`src/rtl/storage_arb_pkg.sv`:
```
// -----------------------------------------------------------------------------
// storage_arb_pkg
// Shared definitions for the matrix-storage arbiter: owner encoding,
// requester bit positions in the request vector, default parameters and a
// helper that turns an owner code into a one-hot requester mask.
// Optional feature macro used by this slice: STORAGE_ARB_RR_EN (round-robin
// picker instead of fixed priority).
// -----------------------------------------------------------------------------
package storage_arb_pkg;

  localparam int unsigned ADDR_W_DEF    = 8;
  localparam int unsigned DATA_W_DEF    = 32;
  localparam int unsigned MAX_BURST_DEF = 16;

  // Bit positions of each requester inside the 3-bit request vector
  localparam int unsigned IDX_IN   = 0;
  localparam int unsigned IDX_DISP = 1;
  localparam int unsigned IDX_CALC = 2;
  localparam int unsigned NUM_REQ  = 3;

  // Owner encoding, also exported on the debug/LED port
  typedef enum logic [1:0] {
    OWN_NONE = 2'd0,
    OWN_IN   = 2'd1,
    OWN_DISP = 2'd2,
    OWN_CALC = 2'd3
  } owner_e;

  // One-hot requester mask of an owner code (zero for OWN_NONE)
  function automatic logic [NUM_REQ-1:0] owner_mask(input owner_e o);
    logic [NUM_REQ-1:0] m;
    m = 3'b000;
    case (o)
      OWN_IN:   m[IDX_IN]   = 1'b1;
      OWN_DISP: m[IDX_DISP] = 1'b1;
      OWN_CALC: m[IDX_CALC] = 1'b1;
      default:  m = 3'b000;
    endcase
    return m;
  endfunction

endpackage

```
`src/rtl/storage_arbiter_picker.sv`:
```
// -----------------------------------------------------------------------------
// arb_picker
// Combinational 3-way winner selection for the storage arbiter.
//   req_i  [2:0] request vector (bit order per storage_arb_pkg IDX_*)
//   excl_i [2:0] requesters that may not win this pick
//   last_i       most recent owner (only used by the round-robin variant)
//   win_o        winning owner code, OWN_NONE when nobody is eligible
// Macro STORAGE_ARB_RR_EN: defined selects round-robin (most recent owner
// lowest, calc > input > display after reset); undefined selects fixed
// priority calc > input > display.
// -----------------------------------------------------------------------------
module arb_picker
  import storage_arb_pkg::*;
(
  input  logic [2:0] req_i,
  input  logic [2:0] excl_i,
  input  owner_e     last_i,
  output owner_e     win_o
);

  logic [2:0] elig_s;

  assign elig_s = req_i & ~excl_i;

  // First eligible requester in the order a > b > c
  function automatic owner_e prio_pick(input logic [2:0] elig,
                                       input owner_e a,
                                       input owner_e b,
                                       input owner_e c);
    owner_e w;
    if ((elig & owner_mask(a)) != 3'b000) begin
      w = a;
    end else if ((elig & owner_mask(b)) != 3'b000) begin
      w = b;
    end else if ((elig & owner_mask(c)) != 3'b000) begin
      w = c;
    end else begin
      w = OWN_NONE;
    end
    return w;
  endfunction

`ifdef STORAGE_ARB_RR_EN
  // Rotate priority so the most recent owner comes last; no history
  // (OWN_NONE) behaves like "display was last", giving calc > input > display.
  always_comb begin
    win_o = OWN_NONE;
    case (last_i)
      OWN_CALC: win_o = prio_pick(elig_s, OWN_IN, OWN_DISP, OWN_CALC);
      OWN_IN:   win_o = prio_pick(elig_s, OWN_DISP, OWN_CALC, OWN_IN);
      default:  win_o = prio_pick(elig_s, OWN_CALC, OWN_IN, OWN_DISP);
    endcase
  end
`else
  logic unused_last_s;
  assign unused_last_s = ^last_i;

  // Fixed priority; fairness comes from the caller excluding a
  // force-released owner
  always_comb begin
    win_o = OWN_NONE;
    win_o = prio_pick(elig_s, OWN_CALC, OWN_IN, OWN_DISP);
  end
`endif

endmodule

```
`src/rtl/storage_arbiter.sv`:
```
// -----------------------------------------------------------------------------
// storage_arbiter
// Shares the single-port 256x32 matrix storage (1-cycle synchronous read)
// between the input, display and calculator subsystems using a per-requester
// req/gnt handshake, bursts bounded by MAX_BURST and tagged read return.
// Ports:
//   clk, rst                       clock, synchronous active-high reset
//   req_/we_/addr_/wdata_{in,disp,calc}   requester side inputs
//   gnt_{in,disp,calc}             one-hot grant (decoded from owner register)
//   rvalid_{in,disp,calc}          read data valid for that requester
//   rdata                          storage read data broadcast
//   mem_addr/mem_we/mem_wdata      storage side, driven only on an access beat
//   mem_rdata                      storage read data
//   owner                          0 none, 1 input, 2 display, 3 calc
// Macro STORAGE_ARB_RR_EN selects the round-robin picker (see arb_picker).
// -----------------------------------------------------------------------------
module storage_arbiter
  import storage_arb_pkg::*;
#(
  parameter int unsigned ADDR_W    = ADDR_W_DEF,
  parameter int unsigned DATA_W    = DATA_W_DEF,
  parameter int unsigned MAX_BURST = MAX_BURST_DEF
) (
  input  logic              clk,
  input  logic              rst,
  input  logic              req_in,
  input  logic              req_disp,
  input  logic              req_calc,
  input  logic              we_in,
  input  logic              we_disp,
  input  logic              we_calc,
  input  logic [ADDR_W-1:0] addr_in,
  input  logic [ADDR_W-1:0] addr_disp,
  input  logic [ADDR_W-1:0] addr_calc,
  input  logic [DATA_W-1:0] wdata_in,
  input  logic [DATA_W-1:0] wdata_disp,
  input  logic [DATA_W-1:0] wdata_calc,
  output logic              gnt_in,
  output logic              gnt_disp,
  output logic              gnt_calc,
  output logic              rvalid_in,
  output logic              rvalid_disp,
  output logic              rvalid_calc,
  output logic [DATA_W-1:0] rdata,
  output logic [ADDR_W-1:0] mem_addr,
  output logic              mem_we,
  output logic [DATA_W-1:0] mem_wdata,
  input  logic [DATA_W-1:0] mem_rdata,
  output logic [1:0]        owner
);

  localparam logic [7:0] BURST_LAST = 8'(MAX_BURST - 1);

  owner_e              owner_q, owner_d;
  owner_e              last_q, last_d;
  owner_e              pick_s, pick_last_s;
  logic [7:0]          beat_cnt_q, beat_cnt_d;
  logic [2:0]          rvalid_q, rvalid_d;
  logic [2:0]          req_vec_s, own_mask_s;
  logic                own_req_s, own_we_s, beat_s, others_pend_s;
  logic [ADDR_W-1:0]   own_addr_s;
  logic [DATA_W-1:0]   own_wdata_s;

  assign req_vec_s[IDX_IN]   = req_in;
  assign req_vec_s[IDX_DISP] = req_disp;
  assign req_vec_s[IDX_CALC] = req_calc;

  assign own_mask_s    = owner_mask(owner_q);
  assign others_pend_s = (req_vec_s & ~own_mask_s) != 3'b000;
  // Round-robin history: the current owner while owning, else the last one
  assign pick_last_s   = (owner_q != OWN_NONE) ? owner_q : last_q;

  // The current owner is always excluded, so a pick made while owning only
  // ever hands over; in IDLE the mask is empty.
  arb_picker u_picker (
    .req_i  (req_vec_s),
    .excl_i (own_mask_s),
    .last_i (pick_last_s),
    .win_o  (pick_s)
  );

  // Select the owner's request-side signals
  always_comb begin
    own_req_s   = 1'b0;
    own_we_s    = 1'b0;
    own_addr_s  = {ADDR_W{1'b0}};
    own_wdata_s = {DATA_W{1'b0}};
    case (owner_q)
      OWN_IN: begin
        own_req_s   = req_in;
        own_we_s    = we_in;
        own_addr_s  = addr_in;
        own_wdata_s = wdata_in;
      end
      OWN_DISP: begin
        own_req_s   = req_disp;
        own_we_s    = we_disp;
        own_addr_s  = addr_disp;
        own_wdata_s = wdata_disp;
      end
      OWN_CALC: begin
        own_req_s   = req_calc;
        own_we_s    = we_calc;
        own_addr_s  = addr_calc;
        own_wdata_s = wdata_calc;
      end
      default: begin
        own_req_s   = 1'b0;
        own_we_s    = 1'b0;
        own_addr_s  = {ADDR_W{1'b0}};
        own_wdata_s = {DATA_W{1'b0}};
      end
    endcase
  end

  // Owner's req is zero in IDLE, so this is gnt & req of the owner
  assign beat_s = own_req_s;

  // Storage port is quiet (all zero) outside an access beat
  always_comb begin
    mem_addr  = {ADDR_W{1'b0}};
    mem_we    = 1'b0;
    mem_wdata = {DATA_W{1'b0}};
    if (beat_s) begin
      mem_addr  = own_addr_s;
      mem_we    = own_we_s;
      mem_wdata = own_wdata_s;
    end else begin
      mem_addr  = {ADDR_W{1'b0}};
      mem_we    = 1'b0;
      mem_wdata = {DATA_W{1'b0}};
    end
  end

  // Next owner, burst counter and round-robin history
  always_comb begin
    owner_d    = owner_q;
    beat_cnt_d = beat_cnt_q;
    last_d     = (owner_q != OWN_NONE) ? owner_q : last_q;
    case (owner_q)
      OWN_NONE: begin
        beat_cnt_d = 8'd0;
        if (req_vec_s != 3'b000) begin
          owner_d = pick_s;
        end else begin
          owner_d = OWN_NONE;
        end
      end
      default: begin
        if (!own_req_s) begin
          // Owner finished: hand over (dead cycle is this one) or go idle
          beat_cnt_d = 8'd0;
          owner_d    = others_pend_s ? pick_s : OWN_NONE;
        end else if (beat_cnt_q == BURST_LAST) begin
          // Burst limit: release only if someone else is waiting
          beat_cnt_d = 8'd0;
          owner_d    = others_pend_s ? pick_s : owner_q;
        end else begin
          beat_cnt_d = beat_cnt_q + 8'd1;
          owner_d    = owner_q;
        end
      end
    endcase
  end

  // Read return is tagged with the owner of the read beat, so it survives
  // a grant change on the following edge
  always_comb begin
    rvalid_d = 3'b000;
    if (beat_s && !own_we_s) begin
      rvalid_d = own_mask_s;
    end else begin
      rvalid_d = 3'b000;
    end
  end

  // State registers
  always_ff @(posedge clk) begin
    if (rst) begin
      owner_q    <= OWN_NONE;
      last_q     <= OWN_NONE;
      beat_cnt_q <= 8'd0;
      rvalid_q   <= 3'b000;
    end else begin
      owner_q    <= owner_d;
      last_q     <= last_d;
      beat_cnt_q <= beat_cnt_d;
      rvalid_q   <= rvalid_d;
    end
  end

  assign gnt_in   = (owner_q == OWN_IN);
  assign gnt_disp = (owner_q == OWN_DISP);
  assign gnt_calc = (owner_q == OWN_CALC);

  // A read in flight when reset arrives is dropped, including the cycle
  // in which reset is asserted
  assign rvalid_in   = rvalid_q[IDX_IN]   & ~rst;
  assign rvalid_disp = rvalid_q[IDX_DISP] & ~rst;
  assign rvalid_calc = rvalid_q[IDX_CALC] & ~rst;

  assign rdata = mem_rdata;
  assign owner = owner_q;

endmodule

```
`config.mk`:
```
export PLATFORM = sky130hd
export DESIGN_NAME = storage_arbiter
export DESIGN_NICKNAME = d
export VERILOG_FILES = /design/src/rtl/storage_arb_pkg.sv /design/src/rtl/storage_arbiter_picker.sv /design/src/rtl/storage_arbiter.sv
export SDC_FILE = /design/constraint.sdc
export NUM_CORES = 1
export LEC_CHECK = 0
export BUFFER_PORTS_ARGS = -buffer_cell sky130_fd_sc_hd__buf_2
export CAP_MARGIN = 15
export CORE_AREA = 2 2 94 96
export DETAILED_ROUTE_END_ITERATION = 7
export DIE_AREA = 0 0 96 98
export GPL_ROUTABILITY_DRIVEN = 0
export PLACE_DENSITY_LB_ADDON = 0.12
export SETUP_SLACK_MARGIN = 0.2
export SLEW_MARGIN = 10
export SYNTH_ARGS = -nofsm -noshare
export SYNTH_HDL_FRONTEND = slang
export SYNTH_SLANG_ARGS = --single-unit
export TNS_END_PERCENT = 50
```
`constraint.sdc`:
```
create_clock -name clk -period 4.12 [get_ports clk]
set_input_delay 0.618 -clock clk [delete_from_list [all_inputs] [get_ports clk]]
set_output_delay 0.618 -clock clk [all_outputs]
set_load 0.05 [all_outputs]
```
Word level (Yosys, flattened, before mapping) --
Cells that the tools add are included.
Cells by class: bitwise logic cells 10, reduce and logical (&&, ||, !) cells 10, add/subtract/negate cells 1, multiplexer cells 25, eq/ne operators 6
Operators with widths (number):
- 32-bit one-hot mux with 3 select lines | 1
- 32-bit 2-to-1 mux | 1
- 2-bit 2-to-1 mux | 12
- 8-bit one-hot mux with 3 select lines | 1
- 3-bit nonzero test | 4
- 3-bit bitwise AND | 3
- 8-bit by 1-bit adder with 8-bit output (second input constant) | 1
- 8-bit by 4-bit == test with 1-bit output (second input constant) | 1
- 8-bit 2-to-1 mux | 1
- 1-bit 2-to-1 mux | 7
- 3-bit by 1-bit inequality test with 1-bit output (second input constant) | 2
- 1-bit one-hot mux with 3 select lines | 2
- 2-bit == test (second input constant) | 2
- 4-bit OR reduction | 1
- 1-bit bitwise AND | 3
- 1-bit inverter | 3
- 3-bit inverter | 1
- 2-bit by 1-bit == test with 1-bit output (second input constant) | 1
- 2-bit zero test | 1
- 2-bit AND reduction | 1
- 2-bit OR reduction | 1
- 1-bit logical AND | 1
- 1-bit zero test | 1
Storage, ports and cells: word-level logic and storage cells 55, register bits after elaboration 13, bits of input ports 160

Longest topological paths before layout --
depth after elaboration 18, depth in mapped cells 6, mapped depth without buffers 5

Modules after synthesis --
From an unflattened synthesis, not the netlist that was laid out.
Unflattened totals: cell total of the unflattened synthesis 295, area total of the unflattened synthesis 1969.4 µm²
By module, submodules not included:
- storage_arbiter | cells each 290, area each 1939.4 µm², times used 1
- arb_picker | cells each 5, area each 30.0 µm², times used 1

Least setup slack after synthesis --
Ideal clock, no wire load.
path kind register to output, start register owner_q[1] (netlist: owner[1]), end output port mem_we, setup slack 1144 ps, arrival time 2358 ps, cell stages (with the launch flop) 5, buffers on the path 2, data required time 3502 ps, cell sequence dfxtp_1 -> buf_6 -> buf_4 -> mux2i_1 -> a211oi_1
On the way: longest elaborated chain between the ends 3, elaborated cells on any way between the ends 6, those cells by class eq/ne: 3; mux: 3
Ends and longest elaborated chain:
- from (decl) | line storage_arbiter.sv:54 | owner_e owner_q, owner_d;
- from (signal assigned) | line storage_arbiter.sv:185 | owner_q <= owner_d;
- 2-bit == test / 2-bit by 1-bit == test with 1-bit output (equally long branches) | line storage_arbiter.sv:88 | case (owner_q)
- 1-bit one-hot mux with 3 select lines | line storage_arbiter.sv:88
- 1-bit 2-to-1 mux * | line storage_arbiter.sv:124 | if (beat_s) begin
- to (decl) | line storage_arbiter.sv:46 | output logic mem_we,
Every way passes the cells marked *; elsewhere a longest branch is shown, timed or not.

Final worst setup path --
Ends and elaborated chain as after synthesis.

==> impl_results.md <==
- Wire per inst: 13.9 um
- Fraction of layout cells with a size suffix above 1: 61.9%
- RSZ-0062 raised after global routing: no
- Path type of the worst min-delay path: reg -> reg
- DRC violation count after routing: 0
- Area growth from synthesis to final layout: 39.8%
- YS warnings: 0
- Category of the worst setup path capture point: primary output
- Resized Gates After CTS: 0
- Ordered cell list for the critical path: nand2b_1 -> inv_2 -> a22oi_4 -> buf_4 -> a211oi_1 -> buf_2
- Worst setup startpoint: owner[1]$_SDFFE_PP0P_
- Highest attainable clock frequency: 324 MHz
- Number of max-cap violations: 0
- Clk slew on worst S/H paths: 60 ps
- Instance count of the mapped netlist: 242
- Detailed-route wire length: 6710 um
- Via total after detailed routing: 2192
- Row count: 34
- Critical Path Sink: mem_we
- Largest fanout on the critical path: 39
- Number of buffers added on ports: 176
- Placeable core region: 0.00847 mm^2
- Fin util: 31.4%
- Transition time at the pin with the least slew margin: 538 ps
- Placed Cells incl. Taps: 479
- Via count of the first global-routing pass: 2204
- PD cells: 241 mW/mm^2
- Area after detailed placement: 0.00261 mm^2
- Total congestion overflow after global routing: 0
- CTS Root Cell: clkbuf_8
- Pre-Repair DR Iteration Count: 4
- Sinks on Clock Net: 13
- Buffer count from post-CTS setup fixing: 0
- Hold-fix buffers at CTS: 0
- Number of antenna violations at the first check in global routing: 0
- Length in cells of the worst reg-to-reg path: 5
- Detailed-route vias per instance: 4.54
- Worst clock skew: 3.36 ps
- Final Hold Vio Count: 0
- Register bit count reported by yosys: 13
- Area of the die: 0.00941 mm^2
- TritonCTS clock tree: built
- Remaining antenna violation count after routing: 0
- Crit path launch type: flop
- Leakage Power: 1.37 nW
- First-pass GRT wire length: 10500 um
- Max-slew violations: 0
- Worst max-slew margin expressed relative to the limit: 64.1%
- Setup slack of the most critical reg-to-reg path: 2040 ps
- Final cell count without fillers: 483
- Worst r2r dst: rvalid_q[0]$_SDFF_PP0_
- Area of all placed cells without fillers: 0.00266 mm^2
- Per-instance average area after synthesis: 7.85 um^2
- Number of buffers on the longest clock path: 2
- Critical path start-end classification: reg -> out
- Net Count, Synth: 403
- Number of fillers in the final layout: 951
- Maximum number of pins on one net before global-route repair: 49
- Arrival @ worst endpoint: 2460 ps
- TritonCTS Buffers: 3
- Total global-route track usage: 13.6%
- Required @ worst endpoint: 3500 ps
- Starting Density: 22.4%
- Startpoint of the worst-slack reg-to-reg timing path: owner[1]$_SDFFE_PP0P_
- Total negative slack: 0 ps
- Number of nets in the layout: 537
- Level count of the clock H-tree: 1
- Slowest CP cell: dfxtp_2
- Total chip power: 0.640 mW
- Overall die width: 96 um
- Post-Route Hold Slack: 490 ps
- Netlist Area Pre-Place: 0.00190 mm^2
- Half-perimeter wire length after placement: 5340 um
- Peak VDD IR: 0.0850 mV
- Number of unique standard cell types used by synthesis: 33
- Run status: finished clean
- Sequential share of the synthesized area: 13.7%
- Post-placement worst setup slack: 1270 ps
- Number of design-rule violations left by the first detailed-router iteration: 72
- Worst setup slack after layout: 1040 ps
- Period Utilization, post-route: 74.8%
- Worst path max stage delay: 670 ps
- Final period demand of the worst path: 3080 ps
- # setup viols final: 0
- Count of inserted antenna diode cells: 0
- Die Y-Extent: 98 um
- Clock latency at the later pin of the worst-skew pair: 240 ps
- Number of top-level pins: 241
## final cells by class
class / instances / area, um^2 / area share [%]
repair buffers: 180 / 911 / 34.3
clock buffers: 3 / 41.3 / 1.56
multi-input cells: 175 / 1290 / 48.5
clock inverters: 1 / 5.00 / 0.189
flip-flops and latches: 13 / 263 / 9.90
well taps: 108 / 135 / 5.09
inverters: 3 / 11.3 / 0.424
## worst min path at each step
stage | from | to | depth (start not counted)
after floorplan | beat_cnt_q[0]$_SDFF_PP0_ | beat_cnt_q[0]$_SDFF_PP0_ | 1
after global placement | beat_cnt_q[0]$_SDFF_PP0_ | beat_cnt_q[0]$_SDFF_PP0_ | 1
after detailed placement | beat_cnt_q[0]$_SDFF_PP0_ | beat_cnt_q[0]$_SDFF_PP0_ | 1
after CTS | beat_cnt_q[0]$_SDFF_PP0_ | beat_cnt_q[0]$_SDFF_PP0_ | 1
after global routing | beat_cnt_q[0]$_SDFF_PP0_ | beat_cnt_q[0]$_SDFF_PP0_ | 1
final | beat_cnt_q[0]$_SDFF_PP0_ | beat_cnt_q[0]$_SDFF_PP0_ | 1
## layer usage
layer | wire length, um | up-vias | GRT usage (%) | share of wire [%]
met3 | 531 | 24 | 2.08 | 7.9
met4 | 204 | 0 | 5.49 | 3.0
met2 | 3470 | 93 | 24.9 | 52
li1 | - | 1096 | - | -
met5 | 0 | - | 0 | 0
met1 | 2510 | 979 | 15.3 | 37
## state kept, by name, indices dropped and copies added, names as in the netlist
signal and count:
rvalid_q 3, beat_cnt_q 8, owner 2
## Yosys cell counts (all sizes together)
cell	count	area, um^2
o21ai	1	5.00
mux2	42	477
o31ai	1	12.5
buf	45	317
xnor2	1	8.76
dfxtp	13	260
xor2	5	43.8
a21boi	2	15.0
a211oi	2	15.0
a22oi	41	322
nor4b	1	8.76
nor2	51	191
nor3b	1	12.5
clkbuf	6	22.5
nor2b	6	37.5
nand3b	1	11.3
nand2	2	7.51
and3	2	12.5
a22o	1	8.76
nand3	5	25.0
a21oi	1	5.00
mux2i	2	20.0
nand2b	3	18.8
inv	3	11.3
nor4	3	18.8
ha	1	12.5
## cell families after synthesis
logic type | after synthesis | share of synthesized area [%]
and+or+nand+nor | 75 | 18.1
AOI/OAI and AO/OA | 49 | 20.2
xor gates and xnor gates | 6 | 2.77
DFF | 13 | 13.7
adders and majority gates | 1 | 0.659
buffers and inverters | 54 | 18.4
muxes | 44 | 26.2
## report_power, final
part | switching (mW) | total, mW | internal (mW)
Combinational | 0.230 | 0.385 | 0.155
Clock | 0.0465 | 0.113 | 0.0667
Sequential | 0.0121 | 0.142 | 0.130
Total | 0.288 | 0.640 | 0.352
## cells in the final DEF (no fill, tap or decap)
| cell type | n |
|---|---|
| buf_2 | 176 |
| nor2_1 | 51 |
| mux2_2 | 40 |
| a22oi_1 | 40 |
| dfxtp_1 | 11 |
| nor2b_1 | 6 |
| nand3_1 | 5 |
| xor2_1 | 5 |
| buf_4 | 4 |
| nand2b_1 | 3 |
| nor4_1 | 3 |
| clkbuf_8 | 3 |
| nand2_1 | 2 |
| inv_1 | 2 |
| mux2i_1 | 2 |
| a211oi_1 | 2 |
| and3_1 | 2 |
| dfxtp_2 | 2 |
| mux2_4 | 1 |
| inv_2 | 1 |
| a22oi_4 | 1 |
| nor4b_1 | 1 |
| a22o_1 | 1 |
| nand3b_2 | 1 |
| xnor2_1 | 1 |
| a21boi_1 | 1 |
| o21ai_0 | 1 |
| a21oi_1 | 1 |
| a21boi_0 | 1 |
| nor3b_2 | 1 |
| o31ai_2 | 1 |
| mux2_1 | 1 |
| ha_1 | 1 |
| clkinv_2 | 1 |
## critical path, delay by kind of cell, from the launching register on
family	cells	cell delay, ps
AO/OA/AOI/OAI	2	330
AND/OR/NAND/NOR	1	220
buffers and inverters	3	990
flip-flops	1	670
Note: power is estimated with default switching activity, not from simulation.
